`src/rtl/neo_chase_sequencer.sv`:
```
// Chasing-head pattern source for the NeoPixel strand controller: loads every channel of every pixel,
// triggers a send, waits for transmission to finish, holds for FRAME_CYCLES, then advances the head.
module neo_chase_sequencer #(
    parameter int NUM_PIXELS   = 5,
    parameter int FRAME_CYCLES = 5_000_000
) (
    input  logic       clock,
    input  logic       reset,
    input  logic       enable,
    input  logic [1:0] chan_sel,
    input  logic [7:0] level,
    input  logic       ready_to_load,
    input  logic       ready_to_send,
    output logic [2:0] pixel_index,
    output logic [1:0] color_index,
    output logic [7:0] color_level,
    output logic       load_color,
    output logic       send_it,
    output logic [2:0] head_pos,
    output logic       frame_done
);

    localparam int HW = (FRAME_CYCLES > 1) ? $clog2(FRAME_CYCLES) : 1;

    localparam logic [2:0] S_IDLE    = 3'd0;
    localparam logic [2:0] S_LOAD    = 3'd1;
    localparam logic [2:0] S_SEND    = 3'd2;
    localparam logic [2:0] S_WAIT_TX = 3'd3;
    localparam logic [2:0] S_HOLD    = 3'd4;

    localparam logic [2:0]    LAST_PIX  = 3'(NUM_PIXELS - 1);
    localparam logic [HW-1:0] HOLD_LOAD = HW'(FRAME_CYCLES - 1);
    localparam logic [HW-1:0] HOLD_ONE  = HW'(1);
    localparam logic [HW-1:0] HOLD_ZERO = HW'(0);

    logic [2:0]    state_q, state_d;
    logic [2:0]    head_q, head_d;
    logic [2:0]    pix_q, pix_d;
    logic [1:0]    col_q, col_d;
    logic [HW-1:0] hold_q, hold_d;
    logic [1:0]    sel_q, sel_d;
    logic [7:0]    lvl_q, lvl_d;
    logic          armed_q, armed_d;

    logic [2:0]    tail_s;
    logic          chan_active_s;

    // Next-state and datapath update for the frame sequencer
    always_comb begin
        state_d = state_q;
        head_d  = head_q;
        pix_d   = pix_q;
        col_d   = col_q;
        hold_d  = hold_q;
        sel_d   = sel_q;
        lvl_d   = lvl_q;
        armed_d = armed_q;
        case (state_q)
            S_IDLE: begin
                if (enable) begin
                    sel_d   = chan_sel;
                    lvl_d   = level;
                    pix_d   = 3'd0;
                    col_d   = 2'd0;
                    state_d = S_LOAD;
                end else begin
                    state_d = S_IDLE;
                end
            end
            S_LOAD: begin
                if (ready_to_load) begin
                    if (col_q == 2'd2) begin
                        col_d = 2'd0;
                        if (pix_q == LAST_PIX) begin
                            pix_d   = 3'd0;
                            state_d = S_SEND;
                        end else begin
                            pix_d = pix_q + 3'd1;
                        end
                    end else begin
                        col_d = col_q + 2'd1;
                    end
                end else begin
                    state_d = S_LOAD;
                end
            end
            S_SEND: begin
                if (ready_to_send) begin
                    armed_d = 1'b0;
                    state_d = S_WAIT_TX;
                end else begin
                    state_d = S_SEND;
                end
            end
            S_WAIT_TX: begin
                // The first cycle after send_it may still show the controller's stale ready
                if (!armed_q) begin
                    armed_d = 1'b1;
                end else if (ready_to_load) begin
                    hold_d  = HOLD_LOAD;
                    state_d = S_HOLD;
                end else begin
                    state_d = S_WAIT_TX;
                end
            end
            S_HOLD: begin
                if (hold_q == HOLD_ZERO) begin
                    head_d = (head_q == LAST_PIX) ? 3'd0 : head_q + 3'd1;
                    if (enable) begin
                        sel_d   = chan_sel;
                        lvl_d   = level;
                        pix_d   = 3'd0;
                        col_d   = 2'd0;
                        state_d = S_LOAD;
                    end else begin
                        state_d = S_IDLE;
                    end
                end else begin
                    hold_d = hold_q - HOLD_ONE;
                end
            end
            default: begin
                state_d = S_IDLE;
            end
        endcase
    end

    // State and frame registers
    always_ff @(posedge clock or posedge reset) begin
        if (reset) begin
            state_q <= S_IDLE;
            head_q  <= 3'd0;
            pix_q   <= 3'd0;
            col_q   <= 2'd0;
            hold_q  <= HOLD_ZERO;
            sel_q   <= 2'd0;
            lvl_q   <= 8'd0;
            armed_q <= 1'b0;
        end else begin
            state_q <= state_d;
            head_q  <= head_d;
            pix_q   <= pix_d;
            col_q   <= col_d;
            hold_q  <= hold_d;
            sel_q   <= sel_d;
            lvl_q   <= lvl_d;
            armed_q <= armed_d;
        end
    end

    assign tail_s        = (head_q == 3'd0) ? LAST_PIX : head_q - 3'd1;
    assign chan_active_s = (sel_q == 2'b11) || (col_q == sel_q);

    // Value decode for the channel currently addressed; head rule takes priority over tail
    always_comb begin
        if (state_q != S_LOAD) begin
            color_level = 8'd0;
        end else if (chan_active_s && (pix_q == head_q)) begin
            color_level = lvl_q;
        end else if (chan_active_s && (pix_q == tail_s)) begin
            color_level = {1'b0, lvl_q[7:1]};
        end else begin
            color_level = 8'd0;
        end
    end

    assign load_color  = (state_q == S_LOAD) && ready_to_load;
    assign send_it     = (state_q == S_SEND) && ready_to_send;
    assign frame_done  = (state_q == S_WAIT_TX) && armed_q && ready_to_load;
    assign pixel_index = pix_q;
    assign color_index = col_q;
    assign head_pos    = head_q;

endmodule

```
`config.mk`:
```
export PLATFORM = sky130hd
export DESIGN_NAME = neo_chase_sequencer
export DESIGN_NICKNAME = d
export VERILOG_FILES = /design/src/rtl/neo_chase_sequencer.sv
export SDC_FILE = /design/constraint.sdc
export NUM_CORES = 1
export LEC_CHECK = 0
export BUFFER_PORTS_ARGS = -buffer_cell sky130_fd_sc_hd__buf_2
export CAP_MARGIN = 20
export CELL_PAD_IN_SITES_DETAIL_PLACEMENT = 0
export CELL_PAD_IN_SITES_GLOBAL_PLACEMENT = 1
export CORE_MARGIN = 8
export CORE_UTILIZATION = 40
export CTS_BUF_LIST = sky130_fd_sc_hd__clkbuf_8
export CTS_CLUSTER_SIZE = 12
export DETAILED_ROUTE_END_ITERATION = 8
export MAX_ROUTING_LAYER = met4
export PLACE_DENSITY = 0.81
export SYNTH_ARGS = -nofsm -noshare
export SYNTH_HDL_FRONTEND = slang
export SYNTH_SLANG_ARGS = --single-unit
```
`constraint.sdc`:
```
create_clock -name clock -period 2.8 [get_ports clock]
set_input_delay 0 -clock clock [delete_from_list [all_inputs] [get_ports clock]]
set_output_delay 0 -clock clock [all_outputs]
set_load 0.01 [all_outputs]
```
==> results of run 1 <==
==> final cells by class <==
class                           instances  share of cell area [%]
Tap cell                               77                    3.16
Clock inverter                          3                   0.369
Clock buffer                            5                    2.25
Sequential cell                        45                    36.9
Multi-Input combinational cell        189                    44.9
Inverter                               14                    1.72
Timing Repair Buffer                   51                    10.7
==> placed cells by master (no fill, tap or decap), types with 6 or more instances in the layout <==
cell type	count
dfrtp_1	45
buf_2	33
nor2_1	20
nand2_1	16
inv_1	16
a21oi_1	13
or4_1	11
dlygate4sd3_1	11
nand3_1	9
o21ai_0	9
mux2_4	9
o31ai_1	7
xor2_1	7
a22o_1	7
buf_4	7
or3_1	6
xnor2_1	6
ha_1	6
==> power by group through the flow <==
stage          combinational [uW]  clock [uW]  sequential (uW)
2_1_floorplan                 482           0              884
3_3_place_gp                  635           0              906
3_5_place_dp                  645           0              906
4_1_cts                       659         393              895
5_1_grt                       723         426              916
6_report                      655         379              898
==> cell families (layout without fill, tap and decap cells) <==
group           Yosys count  after routing
simple gates             94             94
compound gates           61             61
flops                    45             45
buf+inv                  26             73
mux                      15             15
xor+xnor                 13             13
fa+ha+maj                 6              6
==> stage by stage <==
| stage | power, uW | std cells | worst slack, ns | utilization [%] | cell area (um2) |
|---|---|---|---|---|---|
| detailed placement | 1550 | 365 | 0.264 | 45.1 | 2860 |
| CTS | 1950 | 384 | 0.255 | 48.1 | 3050 |
| global placement | 1540 | 365 | 0.298 | 45.1 | 2860 |
| finish | 1930 | 384 | 0.265 | 48.1 | 3050 |
| global route | 2060 | 384 | 0.106 | 48.1 | 3050 |
| floorplan | 1370 | 260 | 0.469 | - | 2610 |
==> worst paths after layout <==
path                                from             end  slack (ns)  cells after the start
setup / recovery               hold_q[0]        lvl_q[1]        0.26                      7
hold / removal             ready_to_send         armed_q        0.05                      4
setup reg to reg               hold_q[0]        lvl_q[1]        0.26                      7
hold reg to reg               hold_q[22]      hold_q[22]        0.51                      2
max in group asynchronous          reset  color_index[1]        1.76                      3
min in group asynchronous          reset      hold_q[21]        0.46                      3
==> routing by layer <==
layer  wire (um)  vias up  global-route usage, %
met4          48        0                   2.84
met5           0        -                      -
met3         135        5                   2.63
met1        3040      974                   17.3
met2        2620       23                   19.4
li1            -     1054                      -
==> flip-flops by register name, summed over array words and instances (netlist names) <==
register and cells:
armed_q 1, color_index 2, head_pos 3, hold_q 23, lvl_q 8, pixel_index 3
sel_q 2, state_q 3
==> timing repair <==
action / 4_1_cts / 5_1_grt
hold endpoints to repair: 55 / 0
setup endpoints to repair: 0 / 0
gates resized for setup: 0 / 0
hold buffers: 11 / 0
==> worst reg2reg max path, cell delays in order (launching register included) <==
cell and delay (ns):
dfrtp_1 0.41, inv_1 0.07, ha_1 0.19, or3b_2 0.50
or3_4 0.37, nor3_4 0.24, o21ai_2 0.26, mux2_4 0.38
==> flow_summary.json, run 1 <==
{
  "core_region_area_mm2": 0.00635,
  "cp_max_fo": 11,
  "postCtsSetupRepairBufs": 0,
  "grt_overflow": 0,
  "syn2layout_area_growth_pct": 16.9,
  "yosysSeqAreaShare_pct": 43.1,
  "status": "finished, final reports clean",
  "drive_gt1_share_pct": 23.8,
  "required_ns": 2.98,
  "hp-class": "in -> reg",
  "antenna_cells": 0,
  "ys_seq_elements": 45,
  "hold_violations": 0,
  "drt-wirelength-per-cell_um": 15.2,
  "tightest_slew_ns": 0.931,
  "num-nets-final": 327,
  "antenna_found_initial": 0,
  "via_per_inst": 5.35,
  "p_clk_share_pct": 19.6,
  "power_switching_uw": 664,
  "die_area_mm2": 0.00937,
  "drc": 0,
  "critPathBufInv": 1,
  "drt-pass1-iter-count": 4,
  "synth.area.top_cells": "dfrtp_1 (43%), mux2_4 (5.2%), or4_1 (3.2%)",
  "drtIter0Drc": 97,
  "syn-instance-count": 260,
  "crit_family": "simple AND/OR/NAND/NOR gates",
  "synth.top_cell.area_share_pct": 43.1,
  "fp-row-count": 29,
  "slew_viol_final": 0,
  "vias": 2056,
  "p_int_uw": 1270,
  "ant_nets": 0,
  "syn_nets": 281,
  "start_util_pct": 41.1,
  "fin_crit_sh_pct": 90.5,
  "ir_drop_mv": 0.336,
  "finClkSkew_ns": 0.00791,
  "p_comb_share_pct": 33.9,
  "clk_latency_ns": 0.29,
  "grt_usage_pct": 12.9,
  "htreeDepth": 2,
  "yosysMostFrequentCell": "dfrtp_1",
  "critPathArrivalTime_ns": 2.71,
  "slew_headroom_pct": 37.8,
  "synth_edf_count": 0,
  "synthesis.area_mm2": 0.00261,
  "power_frac_seq_pct": 46.5,
  "ys_types": 49,
  "rsz0062_at_grt": "false",
  "synth_mux_area_share_pct": 7.67,
  "grt_pass1_wl_um": 10100,
  "multi_input_area_mm2": 0.00137,
  "synth_simple_gate_area_share_pct": 20.7,
  "die_w_um": 96.8,
  "synth_compound_area_share_pct": 16.8,
  "synth_top_area_cell": "dfrtp_1",
  "clk_pin_slew_worst_paths_ns": 0.08,
  "synth_commonest_cells": "dfrtp_1 (45), nor2_1 (20), nand2_1 (16)",
  "min_period_ns": 2.54,
  "setup_viol": 0,
  "nFillCells": 580,
  "portBuffers": 33,
  "ioPinCount": 34,
  "root_buffer": "clkbuf_8",
  "regArea_mm2": 0.00113,
  "clock_sinks": 45,
  "grt_pass1_vias": 1984,
  "synth-xor-area-share_pct": 4.36,
  "die_y_um": 96.8,
  "start_kind": "flip-flop",
  "max_cap_violations": 0,
  "avgSynthCellArea_um2": 10.0,
  "crit_path_cell_trace": "inv_1, ha_1, or3b_2, or3_4, nor3_4, o21ai_2, mux2_4",
  "synth_fa_ha_area_share_pct": 2.87,
  "powerDensity_mw_per_mm2": 633,
  "slowest_delay_ns": 0.50,
  "wl_um": 5840,
  "clock.fmax_mhz": 394,
  "yosys_warnings": 0,
  "criticalPathCategory": "reg -> reg",
  "clockBufferDepth": 2,
  "cts_inserted_buffers": 5,
  "grt_max_degree": 46,
  "globalplace.congestion": 0.768,
  "synth_top_flop_cell": "dfrtp_1",
  "async_reset_ff_share_pct": 100,
  "dp_hpwl_um": 4090,
  "synth_top_family_by_area": "simple AND/OR/NAND/NOR gates",
  "timing.hold.ws_ns": 0.0521,
  "final.setup.tns_ns": 0,
  "cts_tree": "yes",
  "cp-end-kind": "flip-flop",
  "slowest_stage": "or3b_2",
  "p_leak_uw": 0.00138,
  "netSwitchingFraction_pct": 34.4
}
Power figures use the tool's default switching activity.
==> inputs of run 2 (changes only) <==
ABC_AREA = 1   (was default)
BUFFER_PORTS_ARGS = default   (was -buffer_cell sky130_fd_sc_hd__buf_2)
CORE_MARGIN = default   (was 8)
DONT_BUFFER_PORTS = 1   (was default)
PLACE_DENSITY = 0.8   (was 0.81)
==> run 2 against run 1 <==
Against the previous run: final cell count grew 43%; setup slack gained 0.084 ns; first-iteration DRC count grew 11%; non-clock buffer count shrank 35; critical path depth grew 1; routed wire length grew 15%; sequential power grew 41%; die area shrank 18%; total power grew 70%; hold slack gained 0.028 ns; via count grew 31%; critical endpoint is now color_level[4]; largest cell class unchanged; largest power group is now combinational cells.
==> flow_summary.json, run 2 <==
{
  "status": "finished, final reports clean",
  "p_leak_uw": 0.00158,
  "p_comb_share_pct": 48.6,
  "tightest_slew_ns": 0.700,
  "synth_edf_count": 0,
  "largest_register": "hold_q",
  "drc": 0,
  "synthesis.area_mm2": 0.00295,
  "criticalPathCategory": "reg -> out",
  "min_period_ns": 2.45,
  "clockBufferDepth": 2,
  "holdBufCountCts": 14,
  "drive_gt1_share_pct": 5.51,
  "cts_tree": "yes",
  "ant_nets": 0,
  "rr_worst_depth": 9,
  "final.setup.tns_ns": 0,
  "start_kind": "flip-flop",
  "grt_pass1_wl_um": 11300,
  "wl_um": 6700,
  "syn-instance-count": 440,
  "p_int_uw": 1640,
  "synth.top_cell.area_share_pct": 38.2,
  "pre_cts_ws_ns": 0.548,
  "clk_pin_slew_worst_paths_ns": 0.10,
  "largest_reg_flops": 23,
  "yosysMostFrequentCell": "nand2_1",
  "via_per_inst": 4.90,
  "synth_top_flop_cell": "dfrtp_1",
  "ys_types": 26,
  "antenna_cells": 0,
  "multi_input_area_mm2": 0.00153,
  "reg2reg_from": "hold_q[0]",
  "htreeDepth": 2,
  "rsz0062_at_grt": "false",
  "power_switching_uw": 1640,
  "powerDensity_mw_per_mm2": 1000,
  "root_buffer": "clkbuf_8",
  "whs_path_depth": 5,
  "nFillCells": 723,
  "portBuffers": 0,
  "die_y_um": 87.9,
  "cts_resized": 0,
  "clock_sinks": 45,
  "hold_violations": 0,
  "clk_latency_ns": 0.31,
  "max_cap_violations": 0,
  "grt_overflow": 0,
  "cp-end-kind": "primary output",
  "core_region_area_mm2": 0.00694,
  "netSwitchingFraction_pct": 50.0,
  "async_reset_ff_share_pct": 100,
  "regArea_mm2": 0.00113,
  "ioPinCount": 34,
  "drtIter0Drc": 108,
  "grt_pass1_vias": 2323,
  "synth_top_area_cell": "dfrtp_1",
  "avgSynthCellArea_um2": 6.71,
  "grt_usage_pct": 19.4,
  "synth_simple_gate_area_share_pct": 38.6,
  "finalWorstSetupSlack_ns": 0.349,
  "setup_viol": 0,
  "syn2layout_area_growth_pct": 10.6,
  "slew_viol_final": 0,
  "final_cell_mix": "nand2_1 (134), inv_1 (61), nand3_1 (56), dfrtp_1 (45), nor2_1 (42)",
  "globalplace.congestion": 0.820,
  "start_util_pct": 42.5,
  "synth.area.top_cells": "dfrtp_1 (38%), nand2_1 (17%), nand3_1 (9.5%)",
  "antenna_found_initial": 0,
  "final_util_pct": 47.0,
  "fin_crit_sh_pct": 87.5,
  "synth-xor-area-share_pct": 2.08,
  "syn_nets": 461,
  "die_area_mm2": 0.00772,
  "top_regs": "hold_q: 23 flops, lvl_q: 8 flops",
  "die_w_um": 87.9,
  "synth_compound_area_share_pct": 8.48,
  "p_clk_share_pct": 12.6,
  "postCtsSetupRepairBufs": 0,
  "ys_seq_elements": 45,
  "dp_hpwl_um": 4850,
  "ir_drop_mv": 0.403,
  "hp-class": "in -> reg",
  "synth_fa_ha_area_share_pct": 2.54,
  "grt_max_degree": 46,
  "fp-row-count": 30,
  "synth_commonest_cells": "nand2_1 (134), inv_1 (61), nand3_1 (56)",
  "clock.fmax_mhz": 408,
  "finClkSkew_ns": 0.0148,
  "drt-wirelength-per-cell_um": 12.2,
  "vias": 2694,
  "final_common_cell": "nand2_1",
  "yosys_warnings": 0,
  "power_frac_seq_pct": 38.8,
  "critPathArrivalTime_ns": 2.45,
  "required_ns": 2.80,
  "drt-pass1-iter-count": 5,
  "synth_top_family_by_area": "simple AND/OR/NAND/NOR gates",
  "yosysSeqAreaShare_pct": 38.2,
  "rrSetupSlack_ns": 0.55,
  "min_from": "ready_to_load",
  "synth_mux_area_share_pct": 0,
  "slew_headroom_pct": 53.2,
  "cp_max_fo": 7,
  "num-nets-final": 474,
  "holdPathEnd": "state_q[1]",
  "cts_inserted_buffers": 5,
  "r2r_end": "lvl_q[2]"
}
==> run 2: cell count changes in the layout (fill, tap and decap cells not counted), sizes merged, moves of 8 or more <==
cell,before,now
nand4,1,10
or4,11,0
buf,40,2
o21ai,12,41
nand3,9,57
inv,17,62
or3,8,0
mux2,13,0
nand2,16,138
nor2,20,47
==> run 2: worst max-delay path by stage <==
stage / slack, ns / startpoint / cells past startpoint / end
final: 0.35 / head_pos[0] / 8 / color_level[4]
after global routing: 0.11 / head_pos[0] / 8 / color_level[3]
after CTS: 0.34 / head_pos[0] / 8 / color_level[4]
after detailed placement: 0.55 / hold_q[0] / 9 / lvl_q[2]
after global placement: 0.63 / hold_q[0] / 9 / sel_q[1]
after floorplan: 0.97 / head_pos[0] / 8 / color_level[1]
==> run 2: stage by stage <==
stage | total power, uW | cells | hold WS, ns | area, um2
after floorplan | 2510 | 440 | 0.125 | 2950
after global placement | 2820 | 527 | 0.135 | 3010
after detailed placement | 2850 | 527 | 0.141 | 3010
after CTS | 3300 | 549 | 0.0663 | 3240
after global routing | 3650 | 550 | 0.105 | 3260
final | 3270 | 550 | 0.0801 | 3260
==> run 2: power groups by stage <==
stage	clock, uW	sequential (uW)	combinational, uW
after floorplan	0	1180	1320
after global placement	0	1280	1530
after detailed placement	0	1280	1560
after CTS	429	1270	1600
after global routing	455	1320	1870
final	413	1270	1590
==> run 2: area by class of cell <==
type,instances,share of cell area (%)
clock buffers,5,2.11
clock inverters,3,0.575
inverters,62,7.17
multi-input cells,323,46.8
flip-flops and latches,45,34.5
well taps,96,3.68
repair buffers,16,5.14
==> run 2: cell families (layout without fill, tap and decap cells) <==
logic type | Yosys count | in the layout
AO/OA/AOI/OAI | 50 | 50
XOR/XNOR | 7 | 7
adder cells (fa/ha/maj) | 6 | 6
AND/OR/NAND/NOR | 260 | 260
buffers and inverters | 72 | 86
flip-flops | 45 | 45
==> run 2: metal layers <==
metal	up-vias	wire length [um]	track usage [%]
li1	1425	-	-
met1	1211	3460	28.6
met2	54	2910	27.9
met3	4	277	3.20
met4	0	51	3.58
met5	-	0	-
==> run 2: critical path, cell delays in order (launching register included) <==
cell     delay, ns
dfrtp_1       0.49
inv_1         0.15
ha_1          0.26
or2_2         0.33
nand3_1       0.07
nand2_1       0.05
nor2_1        0.37
nand3_1       0.14
a21oi_1       0.28
